<file path="src/rtl/layer_seq_if.sv">
// Handshake and bus bundle between a layer sequencer and its host/datapath.
//   start      host -> seq   run request
//   stall      host -> seq   datapath not ready, freezes accumulation stepping
//   busy       seq  -> host  sequencer not idle
//   done       seq  -> host  one-cycle layer-complete pulse
//   neuron_idx seq  -> host  current neuron / result slot
//   in_idx     seq  -> host  current input sample
//   w_addr     seq  -> host  weight memory address
//   acc_clr    seq  -> host  clear accumulator
//   acc_en     seq  -> host  accumulate input*weight
//   acc_last   seq  -> host  final accumulation of a neuron
//   out_we     seq  -> host  write accumulator result
// Modports: master = host side, slave = sequencer side.
interface layer_seq_if #(
    parameter int unsigned IDX_W  = 8,
    parameter int unsigned ADDR_W = 16
);
    logic              start;
    logic              stall;
    logic              busy;
    logic              done;
    logic [IDX_W-1:0]  neuron_idx;
    logic [IDX_W-1:0]  in_idx;
    logic [ADDR_W-1:0] w_addr;
    logic              acc_clr;
    logic              acc_en;
    logic              acc_last;
    logic              out_we;

    modport master (
        output start, stall,
        input  busy, done, neuron_idx, in_idx, w_addr, acc_clr, acc_en, acc_last, out_we
    );

    modport slave (
        input  start, stall,
        output busy, done, neuron_idx, in_idx, w_addr, acc_clr, acc_en, acc_last, out_we
    );
endinterface

</file>
<file path="src/rtl/layer_seq_ctrl.sv">
// Sequencer for one fully-connected ANN layer. On start it walks every neuron: clear the
// accumulator, accumulate N_INPUTS products (stall freezes stepping), write the result, then
// pulses done once all neurons are written.
// Ports:
//   clk   clock, all state changes on the rising edge
//   rstn  synchronous active-low reset; aborts any run without a done pulse
//   bus   layer_seq_if.slave: start/stall in; busy, done, indices, w_addr and MAC strobes out
module layer_seq_ctrl #(
    parameter int unsigned N_INPUTS  = 10,
    parameter int unsigned N_NEURONS = 32,
    parameter int unsigned IDX_W     = 8,
    parameter int unsigned ADDR_W    = 16
) (
    input  logic          clk,
    input  logic          rstn,
    layer_seq_if.slave    bus
);

    localparam logic [IDX_W-1:0]  LastIn     = IDX_W'(N_INPUTS - 1);
    localparam logic [IDX_W-1:0]  LastNeuron = IDX_W'(N_NEURONS - 1);
    localparam logic [ADDR_W-1:0] AddrStride = ADDR_W'(N_INPUTS);

    typedef enum logic [2:0] {
        StIdle,
        StClear,
        StAccum,
        StWrite,
        StDone
    } state_e;

    state_e            state_q;
    logic [IDX_W-1:0]  neuron_q;
    logic [IDX_W-1:0]  in_q;
    // Running neuron_idx*N_INPUTS, avoids a multiplier on the address path.
    logic [ADDR_W-1:0] base_q;

    always_ff @(posedge clk) begin
        if (!rstn) begin
            state_q  <= StIdle;
            neuron_q <= '0;
            in_q     <= '0;
            base_q   <= '0;
        end else begin
            unique case (state_q)
                StIdle: begin
                    if (bus.start) begin
                        state_q <= StClear;
                    end
                end
                StClear: begin
                    in_q    <= '0;
                    state_q <= StAccum;
                end
                StAccum: begin
                    if (!bus.stall) begin
                        if (in_q != LastIn) begin
                            in_q <= in_q + 1'b1;
                        end else begin
                            in_q    <= '0;
                            state_q <= StWrite;
                        end
                    end
                end
                StWrite: begin
                    if (neuron_q == LastNeuron) begin
                        state_q <= StDone;
                    end else begin
                        neuron_q <= neuron_q + 1'b1;
                        base_q   <= base_q + AddrStride;
                        state_q  <= StClear;
                    end
                end
                StDone: begin
                    neuron_q <= '0;
                    in_q     <= '0;
                    base_q   <= '0;
                    state_q  <= StIdle;
                end
                default: begin
                    state_q <= StIdle;
                end
            endcase
        end
    end

    // Moore decode; only acc_en/acc_last also see stall so a stalled cycle never accumulates.
    always_comb begin
        bus.busy       = (state_q != StIdle);
        bus.done       = (state_q == StDone);
        bus.acc_clr    = (state_q == StClear);
        bus.acc_en     = (state_q == StAccum) && !bus.stall;
        bus.acc_last   = (state_q == StAccum) && !bus.stall && (in_q == LastIn);
        bus.out_we     = (state_q == StWrite);
        bus.neuron_idx = neuron_q;
        bus.in_idx     = in_q;
        bus.w_addr     = base_q + ADDR_W'(in_q);
    end

endmodule
</file>
<file path="src/flat_wrapper.sv">
// flat-port wrapper written by rule: the top's interface ports become plain ports
module layer_seq_ctrl_flat 
#(
    parameter int unsigned N_INPUTS  = 10,
    parameter int unsigned N_NEURONS = 32,
    parameter int unsigned IDX_W     = 8,
    parameter int unsigned ADDR_W    = 16
)
  (clk, rstn, bus_start, bus_stall, bus_busy, bus_done, bus_neuron_idx, bus_in_idx, bus_w_addr, bus_acc_clr, bus_acc_en, bus_acc_last, bus_out_we);
  layer_seq_if #(.IDX_W(IDX_W), .ADDR_W(ADDR_W)) bus_i ();
  input  logic clk;
  input  logic rstn;
  input wire logic [$bits(bus_i.start)-1:0] bus_start;
  input wire logic [$bits(bus_i.stall)-1:0] bus_stall;
  output wire logic [$bits(bus_i.busy)-1:0] bus_busy;
  output wire logic [$bits(bus_i.done)-1:0] bus_done;
  output wire logic [$bits(bus_i.neuron_idx)-1:0] bus_neuron_idx;
  output wire logic [$bits(bus_i.in_idx)-1:0] bus_in_idx;
  output wire logic [$bits(bus_i.w_addr)-1:0] bus_w_addr;
  output wire logic [$bits(bus_i.acc_clr)-1:0] bus_acc_clr;
  output wire logic [$bits(bus_i.acc_en)-1:0] bus_acc_en;
  output wire logic [$bits(bus_i.acc_last)-1:0] bus_acc_last;
  output wire logic [$bits(bus_i.out_we)-1:0] bus_out_we;
  assign bus_i.start = bus_start;
  assign bus_i.stall = bus_stall;
  assign bus_busy = bus_i.busy;
  assign bus_done = bus_i.done;
  assign bus_neuron_idx = bus_i.neuron_idx;
  assign bus_in_idx = bus_i.in_idx;
  assign bus_w_addr = bus_i.w_addr;
  assign bus_acc_clr = bus_i.acc_clr;
  assign bus_acc_en = bus_i.acc_en;
  assign bus_acc_last = bus_i.acc_last;
  assign bus_out_we = bus_i.out_we;
  layer_seq_ctrl #(.N_INPUTS(N_INPUTS), .N_NEURONS(N_NEURONS), .IDX_W(IDX_W), .ADDR_W(ADDR_W)) u_core (.clk(clk), .rstn(rstn), .bus(bus_i));
endmodule
</file>
<file path="config.mk">
export PLATFORM = sky130hd
export DESIGN_NAME = layer_seq_ctrl_flat
export DESIGN_NICKNAME = d
export VERILOG_FILES = /design/src/rtl/layer_seq_if.sv /design/src/rtl/layer_seq_ctrl.sv /design/src/flat_wrapper.sv
export SDC_FILE = /design/constraint.sdc
export NUM_CORES = 1
export LEC_CHECK = 0
export ABC_AREA = 1
export BUFFER_PORTS_ARGS = -buffer_cell sky130_fd_sc_hd__buf_4
export CAP_MARGIN = 20
export CORE_AREA = 2 2 91 93
export DETAILED_ROUTE_END_ITERATION = 10
export DIE_AREA = 0 0 93 95
export GPL_TIMING_DRIVEN = 0
export SLEW_MARGIN = 20
export SYNTH_ARGS = -nofsm -noshare
export SYNTH_HDL_FRONTEND = slang
export SYNTH_SLANG_ARGS = --single-unit
export TNS_END_PERCENT = 1
</file>
<file path="constraint.sdc">
create_clock -name clk -period 3 [get_ports clk]
set_input_delay 0.6 -clock clk [delete_from_list [all_inputs] [get_ports clk]]
set_output_delay 0.6 -clock clk [all_outputs]
set_load 0.05 [all_outputs]
</file>
==> impl_results.md <==
* Leakage at 1.33 nW
* Worst-case clock buffer depth at 2
* Final antenna-violating net count at 0
* Hold Violations, Final at 0
* Share of power burned in combinational logic at 0.280
* Worst hold path type: reg2reg
* Mean area per synthesized cell at 6.35 um2
* Via Count at 2482
* Leading area contributor after synthesis: dfxtp_1
* Int Pwr at 0.000753 W
* Switching power at 0.000445 W
* Placed instance area at 0.00282 mm2
* Synth Instances at 375
* TritonCTS clock tree: done
* Wire per inst at 11.9 um
* Top-Level Pins at 42
* Final setup vio count at 0
* Fill count at 882
* Die Ht at 95 um
* First-pass GRT wire length at 11.0 mm
* Max cap viols at 0
* WP data arrival at 2130 ps
* Hold WS at 502 ps
* Clock Latency Late Sink at 300 ps
* Row count at 33
* Clock Skew at 11.0 ps
* Die ar. at 0.00884 mm2
* Worst-path clk slew at 80 ps
* Largest net degree at the start of global routing at 12
* Antenna violations before repair at 0
* VDD IR max at 330 uV
* Number of optimization iterations in the first detailed-route pass at 4
* R2r endpoint: u_core.base_q[11]
* Tot GR Track Use at 0.154
* Max-slew violation count at 0
* CTS Hold Bufs at 0
* Sequential Power Share at 0.414
* Main flop type after synthesis: dfxtp_1
* Min-Delay Startpoint: u_core.bus.neuron_idx[6]
* Htree depth at 2
* Critical path class: reg2out
* Clk root buf: clkbuf_8
* Number of global-route vias before repair at 2497
* Vias/cell at 4.69
* RSZ-0062 raised after global routing: no
* CTS buffer count at 5
* Non-filler cells, final at 529
* Status: completed
* Clock Sinks at 34
* Top cells by area, synth: dfxtp_1 (29%), nand2_1 (16%), nor2_1 (9.6%)
* Post-synth EDFFs at 0
* DRT iter0 DRCs at 153
* Synth top cells by count: nand2_1 (100), nor2_1 (61), inv_1 (43)
* Port bufs at 41
* Synth Warn # at 0
* P per Cell Area at 411 mW/mm2
* HPWL Detailed at 4.83 mm
* P&R area growth vs syn at 22.4%
* Die Wd at 93 um
* FF+latch count, synth at 34
* R2R cell count at 11
* Slew @ Worst Pin at 683 ps
* Routed WL at 6.30 mm
* R2r setup slk at 1270 ps
* Diode count at 0
* Clock share of power at 0.306
* Hold EP: u_core.bus.neuron_idx[6]
* Placed insts at 521
* Netlist cell types at 37
* CP Capture Type: primary output
* Final instance area at 0.00292 mm2
* Setup tns final at 0 ps
* Sw Ratio at 0.372
* Reg area at 681 um2
* Slew HR at 0.545
* Tmin final at 2730 ps
* Syn Nets at 391
* CP Max Fanout at 8
* GP Congestion at 0.835
* GRT overflow at 0
* Mapped Area at 0.00238 mm2
* Post-synth ARST share at 0
* Initial Util at 0.300
* Startpoint Class: flop
* Core area at 0.00793 mm2
* Share of cells above drive strength 1 at 0.175
* Nets at 439
* Worst Path Required at 2400 ps
* Sequential area share after synthesis at 0.286
* DRC at 0
* Top-area cell type share of the netlist area at 0.286
* Max frequency at 367 MHz
* WHS Path Cells at 2
* Period utilisation layout at 0.909
* Multi-input combinational cell area at 0.00146 mm2
* Setup Buffers After CTS at 0
* Count leader, synth: nand2_1
* Worst R2R Start: u_core.bus.neuron_idx[0]
==> layout by cell type, fill, tap and decap left out, drive strengths merged, types with 2 or more instances in the layout <==
| cell type | instances |
|---|---|
| and3 | 2 |
| a21oi | 24 |
| a21boi | 2 |
| nor2 | 64 |
| a21o | 2 |
| nand2 | 103 |
| o211a | 2 |
| nand4 | 8 |
| dfxtp | 34 |
| clkbuf | 6 |
| ha | 12 |
| nand3 | 25 |
| nor3 | 4 |
| buf | 49 |
| inv | 46 |
| o21ai | 20 |
| xor2 | 11 |
==> critical path, stage by stage, from the launching register on <==
cell	delay (ps)
dfxtp_1	400
ha_1	410
nand2_1	70
o21ai_1	280
nand2_1	120
a21oi_1	190
inv_1	60
nand2_1	60
nand2_1	50
buf_4	180
==> cells by family (layout without fill, tap and decap cells) <==
group	Yosys count	count (layout)	synth area share
DFF	34	34	0.286
AOI/OAI and AO/OA	53	53	0.131
adders and majority gates	12	12	0.0631
and+or+nand+nor	210	210	0.375
buffers and inverters	54	103	0.101
xor gates and xnor gates	12	12	0.0441
==> how the worst max path moves through the flow <==
stage,from,to,cells after the start
2_1_floorplan,u_core.bus.in_idx[3],bus_w_addr[14],8
5_1_grt,u_core.bus.in_idx[4],bus_w_addr[13],9
4_1_cts,u_core.bus.in_idx[4],bus_w_addr[13],9
3_3_place_gp,u_core.bus.in_idx[4],bus_w_addr[15],10
3_5_place_dp,u_core.bus.in_idx[4],bus_w_addr[13],9
6_report,u_core.bus.in_idx[4],bus_w_addr[13],9
==> layout make-up <==
| type | count | share of cell area |
|---|---|---|
| flip-flops and latches | 34 | 0.233 |
| clock inverters | 2 | 0.00429 |
| inverters | 46 | 0.0592 |
| well taps | 105 | 0.0451 |
| repair buffers | 41 | 0.106 |
| plain buffers | 8 | 0.0236 |
| multi-input cells | 287 | 0.500 |
| clock buffers | 6 | 0.0283 |
==> flip-flops by register name (all words and copies together) (netlist names) <==
register and cells:
u_core.bus.neuron_idx 8, u_core.bus.in_idx 8, u_core.state_q 3, u_core.base_q 15
==> metrics by stage <==
step | util | total power, W | setup slack, ps
2_1_floorplan | - | 0.000753 | 60.8
3_3_place_gp | 0.356 | 0.000841 | 454
3_5_place_dp | 0.356 | 0.000843 | 437
4_1_cts | 0.368 | 0.00121 | 108
5_1_grt | 0.368 | 0.00126 | 41.4
6_report | 0.368 | 0.00120 | 274
==> layer usage <==
| metal | routed length (um) | share of wire | track usage |
|---|---|---|---|
| met1 | 3060 | 0.49 | 0.191 |
| met4 | 91 | 0.014 | 0.0625 |
| met5 | 0 | 0 | 0 |
| met2 | 2900 | 0.46 | 0.259 |
| met3 | 243 | 0.039 | 0.0327 |
==> power by group through the flow <==
stage / Clock, W / Combinational (W) / Sequential [W]
3_3_place_gp: 0 / 0.000335 / 0.000506
5_1_grt: 0.000394 / 0.000366 / 0.000499
3_5_place_dp: 0 / 0.000336 / 0.000506
2_1_floorplan: 0 / 0.000219 / 0.000533
4_1_cts: 0.000374 / 0.000337 / 0.000496
6_report: 0.000367 / 0.000335 / 0.000496
==> repair_timing <==
action | 4_1_cts | 5_1_grt
endpoints found under the setup margin | 0 | 5
hold endpoints to repair | 0 | 0
gates resized for setup | 0 | 1
Power figures use the tool's default switching activity.
